[src/rtl/sisc_pkg.sv]
// Shared constants and state encoding for the data-memory arbiter.
package sisc_pkg;

   localparam int unsigned SISC_ADDR_W = 16;
   localparam int unsigned SISC_DATA_W = 32;
   localparam int unsigned CNT_W       = 4;

   localparam logic PORT_CPU = 1'b0;
   localparam logic PORT_DBG = 1'b1;

   typedef enum logic [1:0] {
      IDLE   = 2'd0,
      ACCESS = 2'd1,
      DONE   = 2'd2
   } state_t;

endpackage

[src/rtl/dm_arbiter_if.sv]
// Requester (cpu, dbg) and data-memory signal bundle for dm_arbiter.
interface dm_arbiter_if
   import sisc_pkg::*;
#(
   parameter int unsigned ADDR_W = SISC_ADDR_W,
   parameter int unsigned DATA_W = SISC_DATA_W
);
   logic              cpu_req;
   logic              cpu_we;
   logic [ADDR_W-1:0] cpu_addr;
   logic [DATA_W-1:0] cpu_wdata;
   logic              cpu_ack;
   logic [DATA_W-1:0] cpu_rdata;
   logic              cpu_stall;

   logic              dbg_req;
   logic              dbg_we;
   logic [ADDR_W-1:0] dbg_addr;
   logic [DATA_W-1:0] dbg_wdata;
   logic              dbg_ack;
   logic [DATA_W-1:0] dbg_rdata;

   logic [ADDR_W-1:0] mem_addr;
   logic [DATA_W-1:0] mem_wdata;
   logic              mem_we;
   logic [DATA_W-1:0] mem_rdata;

   modport slave (
      input  cpu_req, cpu_we, cpu_addr, cpu_wdata,
      input  dbg_req, dbg_we, dbg_addr, dbg_wdata,
      input  mem_rdata,
      output cpu_ack, cpu_rdata, cpu_stall,
      output dbg_ack, dbg_rdata,
      output mem_addr, mem_wdata, mem_we
   );

   modport master (
      output cpu_req, cpu_we, cpu_addr, cpu_wdata,
      output dbg_req, dbg_we, dbg_addr, dbg_wdata,
      output mem_rdata,
      input  cpu_ack, cpu_rdata, cpu_stall,
      input  dbg_ack, dbg_rdata,
      input  mem_addr, mem_wdata, mem_we
   );

endinterface

[src/rtl/rr_arb2.sv]
// Two-way winner pick for dm_arbiter; DM_ARB_CPU_PRIORITY_EN selects fixed
// cpu priority instead of round-robin on ties.
module rr_arb2
   import sisc_pkg::*;
(
   input  logic i_cpu_req,
   input  logic i_dbg_req,
   input  logic i_last_grant,
   output logic o_any_c,
   output logic o_win_c
);

   assign o_any_c = i_cpu_req | i_dbg_req;

`ifdef DM_ARB_CPU_PRIORITY_EN
   logic w_unused_last;
   assign w_unused_last = i_last_grant;
   assign o_win_c       = i_cpu_req ? PORT_CPU : PORT_DBG;
`else
   // On a tie the port that was not served last wins.
   always_comb begin
      o_win_c = PORT_CPU;
      if (i_cpu_req && i_dbg_req) begin
         o_win_c = ~i_last_grant;
      end else if (i_dbg_req) begin
         o_win_c = PORT_DBG;
      end
   end
`endif

endmodule

[src/rtl/dm_arbiter.sv]
// Shares single-port data memory between cpu and dbg requesters with
// req/ack handshakes and WAIT_STATES extra cycles per access.
// Optional macro DM_ARB_CPU_PRIORITY_EN: fixed cpu priority (see rr_arb2).
module dm_arbiter
   import sisc_pkg::*;
#(
   parameter int unsigned ADDR_W      = SISC_ADDR_W,
   parameter int unsigned DATA_W      = SISC_DATA_W,
   parameter int unsigned WAIT_STATES = 1
)(
   input  logic        clk,
   input  logic        rst_f,
   dm_arbiter_if.slave bus
);

   state_t            r_state;
   state_t            w_state_nxt;
   logic              r_last_grant;
   logic              r_win;
   logic              r_we;
   logic [CNT_W-1:0]  r_cnt;
   logic [ADDR_W-1:0] r_mem_addr;
   logic [DATA_W-1:0] r_mem_wdata;
   logic              r_mem_we;
   logic              r_cpu_ack;
   logic              r_dbg_ack;
   logic [DATA_W-1:0] r_cpu_rdata;
   logic [DATA_W-1:0] r_dbg_rdata;

   logic              w_any;
   logic              w_win;
   logic              w_grant;
   logic              w_last_cycle;
   logic              w_sel_we;
   logic [ADDR_W-1:0] w_sel_addr;
   logic [DATA_W-1:0] w_sel_wdata;

   rr_arb2 u_rr_arb2 (
      .i_cpu_req    (bus.cpu_req),
      .i_dbg_req    (bus.dbg_req),
      .i_last_grant (r_last_grant),
      .o_any_c      (w_any),
      .o_win_c      (w_win)
   );

   assign w_sel_we    = (w_win == PORT_DBG) ? bus.dbg_we    : bus.cpu_we;
   assign w_sel_addr  = (w_win == PORT_DBG) ? bus.dbg_addr  : bus.cpu_addr;
   assign w_sel_wdata = (w_win == PORT_DBG) ? bus.dbg_wdata : bus.cpu_wdata;

   always_ff @(posedge clk) begin
      if (rst_f) begin
         r_state <= IDLE;
      end else begin
         r_state <= w_state_nxt;
      end
   end

   always_comb begin
      w_state_nxt  = r_state;
      w_grant      = 1'b0;
      w_last_cycle = 1'b0;
      case (r_state)
         IDLE: begin
            if (w_any) begin
               w_grant     = 1'b1;
               w_state_nxt = ACCESS;
            end
         end
         ACCESS: begin
            if (r_cnt == '0) begin
               w_last_cycle = 1'b1;
               w_state_nxt  = DONE;
            end
         end
         DONE:    w_state_nxt = IDLE;
         default: w_state_nxt = IDLE;
      endcase
   end

   // Grant latches the request; the write strobe lives only in the first ACCESS cycle.
   always_ff @(posedge clk) begin
      if (rst_f) begin
         r_last_grant <= PORT_DBG;
         r_win        <= PORT_CPU;
         r_we         <= 1'b0;
         r_cnt        <= '0;
         r_mem_addr   <= '0;
         r_mem_wdata  <= '0;
         r_mem_we     <= 1'b0;
         r_cpu_ack    <= 1'b0;
         r_dbg_ack    <= 1'b0;
         r_cpu_rdata  <= '0;
         r_dbg_rdata  <= '0;
      end else begin
         r_mem_we  <= 1'b0;
         r_cpu_ack <= 1'b0;
         r_dbg_ack <= 1'b0;
         if (w_grant) begin
            r_win        <= w_win;
            r_last_grant <= w_win;
            r_we         <= w_sel_we;
            r_mem_addr   <= w_sel_addr;
            r_mem_wdata  <= w_sel_wdata;
            r_mem_we     <= w_sel_we;
            r_cnt        <= CNT_W'(WAIT_STATES);
         end else if ((r_state == ACCESS) && !w_last_cycle) begin
            r_cnt <= r_cnt - CNT_W'(1);
         end
         if (w_last_cycle) begin
            if (r_win == PORT_DBG) begin
               r_dbg_ack <= 1'b1;
               if (!r_we) r_dbg_rdata <= bus.mem_rdata;
            end else begin
               r_cpu_ack <= 1'b1;
               if (!r_we) r_cpu_rdata <= bus.mem_rdata;
            end
         end
      end
   end

   assign bus.mem_addr  = r_mem_addr;
   assign bus.mem_wdata = r_mem_wdata;
   assign bus.mem_we    = r_mem_we;
   assign bus.cpu_ack   = r_cpu_ack;
   assign bus.dbg_ack   = r_dbg_ack;
   assign bus.cpu_rdata = r_cpu_rdata;
   assign bus.dbg_rdata = r_dbg_rdata;
   assign bus.cpu_stall = bus.cpu_req & ~r_cpu_ack;

endmodule

[src/flat_wrapper.sv]
// flat-port wrapper written by rule: the top's interface ports become plain ports
module dm_arbiter_flat import sisc_pkg::*;
#(
   parameter int unsigned ADDR_W      = SISC_ADDR_W,
   parameter int unsigned DATA_W      = SISC_DATA_W,
   parameter int unsigned WAIT_STATES = 1
)
  (clk, rst_f, bus_cpu_req, bus_cpu_we, bus_cpu_addr, bus_cpu_wdata, bus_dbg_req, bus_dbg_we, bus_dbg_addr, bus_dbg_wdata, bus_mem_rdata, bus_cpu_ack, bus_cpu_rdata, bus_cpu_stall, bus_dbg_ack, bus_dbg_rdata, bus_mem_addr, bus_mem_wdata, bus_mem_we);
  dm_arbiter_if #(.ADDR_W(ADDR_W), .DATA_W(DATA_W)) bus_i ();
  input  logic clk;
  input  logic rst_f;
  input wire logic [$bits(bus_i.cpu_req)-1:0] bus_cpu_req;
  input wire logic [$bits(bus_i.cpu_we)-1:0] bus_cpu_we;
  input wire logic [$bits(bus_i.cpu_addr)-1:0] bus_cpu_addr;
  input wire logic [$bits(bus_i.cpu_wdata)-1:0] bus_cpu_wdata;
  input wire logic [$bits(bus_i.dbg_req)-1:0] bus_dbg_req;
  input wire logic [$bits(bus_i.dbg_we)-1:0] bus_dbg_we;
  input wire logic [$bits(bus_i.dbg_addr)-1:0] bus_dbg_addr;
  input wire logic [$bits(bus_i.dbg_wdata)-1:0] bus_dbg_wdata;
  input wire logic [$bits(bus_i.mem_rdata)-1:0] bus_mem_rdata;
  output wire logic [$bits(bus_i.cpu_ack)-1:0] bus_cpu_ack;
  output wire logic [$bits(bus_i.cpu_rdata)-1:0] bus_cpu_rdata;
  output wire logic [$bits(bus_i.cpu_stall)-1:0] bus_cpu_stall;
  output wire logic [$bits(bus_i.dbg_ack)-1:0] bus_dbg_ack;
  output wire logic [$bits(bus_i.dbg_rdata)-1:0] bus_dbg_rdata;
  output wire logic [$bits(bus_i.mem_addr)-1:0] bus_mem_addr;
  output wire logic [$bits(bus_i.mem_wdata)-1:0] bus_mem_wdata;
  output wire logic [$bits(bus_i.mem_we)-1:0] bus_mem_we;
  assign bus_i.cpu_req = bus_cpu_req;
  assign bus_i.cpu_we = bus_cpu_we;
  assign bus_i.cpu_addr = bus_cpu_addr;
  assign bus_i.cpu_wdata = bus_cpu_wdata;
  assign bus_i.dbg_req = bus_dbg_req;
  assign bus_i.dbg_we = bus_dbg_we;
  assign bus_i.dbg_addr = bus_dbg_addr;
  assign bus_i.dbg_wdata = bus_dbg_wdata;
  assign bus_i.mem_rdata = bus_mem_rdata;
  assign bus_cpu_ack = bus_i.cpu_ack;
  assign bus_cpu_rdata = bus_i.cpu_rdata;
  assign bus_cpu_stall = bus_i.cpu_stall;
  assign bus_dbg_ack = bus_i.dbg_ack;
  assign bus_dbg_rdata = bus_i.dbg_rdata;
  assign bus_mem_addr = bus_i.mem_addr;
  assign bus_mem_wdata = bus_i.mem_wdata;
  assign bus_mem_we = bus_i.mem_we;
  dm_arbiter #(.ADDR_W(ADDR_W), .DATA_W(DATA_W), .WAIT_STATES(WAIT_STATES)) u_core (.clk(clk), .rst_f(rst_f), .bus(bus_i));
endmodule
[config.mk]
export PLATFORM = sky130hd
export DESIGN_NAME = dm_arbiter_flat
export DESIGN_NICKNAME = d
export VERILOG_FILES = /design/src/rtl/sisc_pkg.sv /design/src/rtl/dm_arbiter_if.sv /design/src/rtl/rr_arb2.sv /design/src/rtl/dm_arbiter.sv /design/src/flat_wrapper.sv
export SDC_FILE = /design/constraint.sdc
export NUM_CORES = 1
export LEC_CHECK = 0
export ABC_AREA = 1
export CAP_MARGIN = 20
export CELL_PAD_IN_SITES_DETAIL_PLACEMENT = 0
export CELL_PAD_IN_SITES_GLOBAL_PLACEMENT = 2
export CORE_ASPECT_RATIO = 0.7
export CORE_MARGIN = 3
export CORE_UTILIZATION = 18
export DETAILED_ROUTE_END_ITERATION = 12
export GPL_ROUTABILITY_DRIVEN = 0
export PLACE_DENSITY = 0.83
export RECOVER_POWER = 100
export SLEW_MARGIN = 0
export SYNTH_ARGS = -nofsm -noshare
export SYNTH_HDL_FRONTEND = slang
export SYNTH_SLANG_ARGS = --single-unit
[constraint.sdc]
create_clock -name clk -period 1.41 [get_ports clk]
set_input_delay 0.2115 -clock clk [delete_from_list [all_inputs] [get_ports clk]]
set_output_delay 0.2115 -clock clk [all_outputs]
set_load 0.02 [all_outputs]
==> impl_metrics.ini <==
[synthesis]
synth-compound-area-share = 0.0401
synthAdderAreaFrac = 0.00254
syn_inst = 683
synth_xor_area_frac = 0.00178
ys_ff_latch = 124
ys_types = 24
synth_top_family_by_area = simple AND/OR/NAND/NOR gates
avgSynthCellArea_um2 = 7.21
ys_seq_area_frac = 0.504
syn_area_mm2 = 0.00493
ys.warnings.count = 0
synth.area.mux_share = 0
synth_nets = 818
synth-simple-area-share = 0.366

[min_path]
min_to = u_core.bus.mem_wdata[28]$_SDFFE_PP0P_
min_path_type = in2reg
holdPathStages = 3
min-delay-start = bus_dbg_wdata[28]

[placed_design]
dp_hpwl_um = 13400
io_buffer_count = 249
placed_area_mm2 = 0.00802
pre_cts_ws_ns = -0.328

[setup_path]
crit_type = reg2reg
reg2reg_depth = 9
r2r-start = u_core.r_cnt[0]$_SDFFE_PP0P_
worst_r2r_endpoint = u_core.bus.dbg_rdata[17]$_SDFFE_PP0P_
cp_cell_sequence = inv_2, ha_4, buf_6, nand4_1, nor2_4, buf_12, buf_12, nor2_2, nor2_1
rrSetupSlack_ns = -0.04
crit_required_ns = 1.77
arrival_ns = 1.81
cp_top_family = buffers and inverters
cp-end-kind = register
crit_path_frequent_cell = buf_12
cpPeakStageDelay_ns = 0.32
path_max_fanout = 7
slowest_stage = dfxtp_2
path_buf_inv = 4
start_kind = register

[timing]
finalCritPeriodShare = 1.02
totalNegativeSetupSlack_ns = -0.305
final_max_slew_viol_count = 0
setup_viol = 22
finalCriticalPeriod_ns = 1.45
grt_setup_unrepaired = true
finalHoldViolCount = 0
worst_pin_slew_ns = 0.311
setup_slack_ns = -0.0351
slew_headroom = 0.793
clock_skew_ns = 0.00817
max_freq_mhz = 692
holdWs_ns = 0.347

[route]
antenna_left = 0
drt-wirelength-per-cell_um = 14.9
drc = 0
firstDrtPassIters = 4
drt-total-wl_um = 19900
drtIter0Drc = 180
vias = 5348
viasPerCell = 3.99

[power]
leakage_nw = 4.23
combPwrFrac = 0.240
p_seq_frac = 0.352
p_per_area_mw_per_mm2 = 1270
max-vdd-ir-drop_mv = 0.781
p_int_mw = 8.01
net-switching-power_mw = 3.47
switching_share = 0.302
clkPwrFrac = 0.408

[die]
die_area_mm2 = 0.0294
design.core.area_mm2 = 0.0263
floorplan.initialDensity = 0.187
die_h_um = 144
die_x_um = 204
ios = 250
rows = 49

[global_route]
grt_pass1_wl_um = 28200
antenna_found_initial = 0
use_met3 = 0.0524
met2_usage = 0.190
grt_pass1_vias = 5239
grt_use_total = 0.123
grt_overflow = 0
grt_max_degree = 49
grt.busiest_layer = met2
grt_use_met1 = 0.157

[final_layout]
drive_gt1_frac = 0.169
area_growth_pct = 83.9
final_cell_mix = 188 x nand2_1, 133 x clkdlybuf4s50_1, 120 x nor2_1, 120 x dfxtp_1, 105 x dlygate4sd2_1
finalInstanceArea_mm2 = 0.00906
diodes = 0
nets = 1106
final_common_cell = nand2_1

[clocking]
cts.reportedPaths.clkPinSlew_ns = 0.06
cts_buffers = 17
cts_tree = built
clkLatencyLatePin_ns = 0.42
cts.htree.levels = 4
clock-root-buffer = clkbuf_16
clock-sinks = 124
cts_buffer_depth = 2
cts_hold_buffers = 0

[flow_run]
max-cap-violations = 0

[status]
violations = negative setup slack
outcome = finished with violations
## logic make-up (layout without fill, tap and decap cells)
family          count (synthesis)  after routing
compound gates                 39             39
simple gates                  430            430
flops                         124            124
buf+inv                        88            389
fa+ha+maj                       1              1
xor+xnor                        1              1
## area by class of cell
class	instances	area (µm²)
multi-input cells	471	2220
clock buffers	19	453
inverters	47	184
well taps	357	447
clock inverters	13	166
repair buffers	310	3100
fillers	2830	17200
flip-flops and latches	124	2490
## per-layer routing
metal | wire (µm) | up-vias
met2 | 8560 | 135
met1 | 9680 | 2454
met5 | 0 | -
met3 | 1410 | 16
met4 | 301 | 0
li1 | - | 2743
## power by group through the flow
stage	Sequential, mW	Clock (mW)	Combinational (mW)
after floorplan	4.51	0	0.835
after global placement	4.11	0	2.69
after detailed placement	4.12	0	2.68
after CTS	4.03	4.83	2.48
after global routing	4.08	4.97	2.99
final	4.04	4.68	2.75
## how the worst max path moves through the flow
stage	start	endpoint	slack, ns	cells past startpoint
after floorplan	u_core.r_cnt[0]$_SDFFE_PP0P_	u_core.bus.cpu_rdata[0]$_SDFFE_PP0P_	0.08	8
after global placement	bus_cpu_req	bus_cpu_stall	-0.32	4
after detailed placement	bus_cpu_req	u_core.bus.mem_addr[7]$_SDFFE_PP0P_	-0.33	9
after CTS	u_core.r_cnt[0]$_SDFFE_PP0P_	u_core.bus.dbg_rdata[11]$_SDFFE_PP0P_	-0.05	8
after global routing	u_core.r_cnt[0]$_SDFFE_PP0P_	u_core.bus.dbg_rdata[17]$_SDFFE_PP0P_	-0.12	9
final	u_core.r_cnt[0]$_SDFFE_PP0P_	u_core.bus.dbg_rdata[17]$_SDFFE_PP0P_	-0.04	9
## stage by stage
step | instances | power [mW] | util
finish | 1341 | 11.5 | 0.345
global route | 1341 | 12.0 | 0.345
CTS | 1324 | 11.3 | 0.324
detailed placement | 1292 | 6.80 | 0.305
global placement | 1292 | 6.80 | 0.305
floorplan | 683 | 5.34 | -
## state kept, by name, indices dropped and copies added (netlist names)
| register | cells |
|---|---|
| u_core.bus.cpu_rdata | 32 |
| u_core.bus.dbg_rdata | 32 |
| u_core.bus.mem_wdata | 32 |
| u_core.bus.mem_addr | 16 |
| u_core.r_cnt | 4 |
| u_core.r_state | 2 |
| u_core.bus.cpu_ack | 1 |
| u_core.bus.dbg_ack | 1 |
| u_core.bus.mem_we | 1 |
| u_core.r_last_grant | 1 |
| u_core.r_we | 1 |
| u_core.r_win | 1 |
## worst min-delay path, cell delays in order
cell and delay (ns):
clkdlybuf4s50_1 0.39, nand2_1 0.06, nand3_1 0.05
## synthesized netlist by cell type
library cell / number / area (µm²)
o21ai_0: 33 / 165
clkinv_2: 1 / 5.00
nand4_1: 33 / 206
nor2_1: 141 / 529
xor2_1: 1 / 8.76
clkbuf_1: 9 / 33.8
nand2_1: 197 / 739
ha_1: 1 / 12.5
buf_2: 13 / 65.1
buf_4: 4 / 30.0
clkinv_1: 1 / 3.75
nand3b_1: 1 / 7.51
a21oi_1: 4 / 20.0
nand2_2: 4 / 25.0
buf_1: 6 / 22.5
dfxtp_1: 124 / 2480
o22ai_1: 2 / 12.5
nor2_4: 3 / 33.8
nor2_2: 3 / 18.8
inv_2: 3 / 11.3
clkbuf_2: 1 / 5.00
nand3_1: 48 / 240
buf_6: 8 / 90.1
inv_1: 42 / 158
## timing repair
| item | 4_1_cts | 5_1_grt |
|---|---|---|
| pin swaps | 0 | 27 |
| buffers inserted | 0 | 7 |
| endpoints found under the hold margin | 0 | 0 |
| setup endpoints to repair | 172 | 80 |
| gates cloned | 0 | 10 |
| gates resized for setup | 126 | 125 |
No activity file was read; power rests on OpenSTA's default activity.
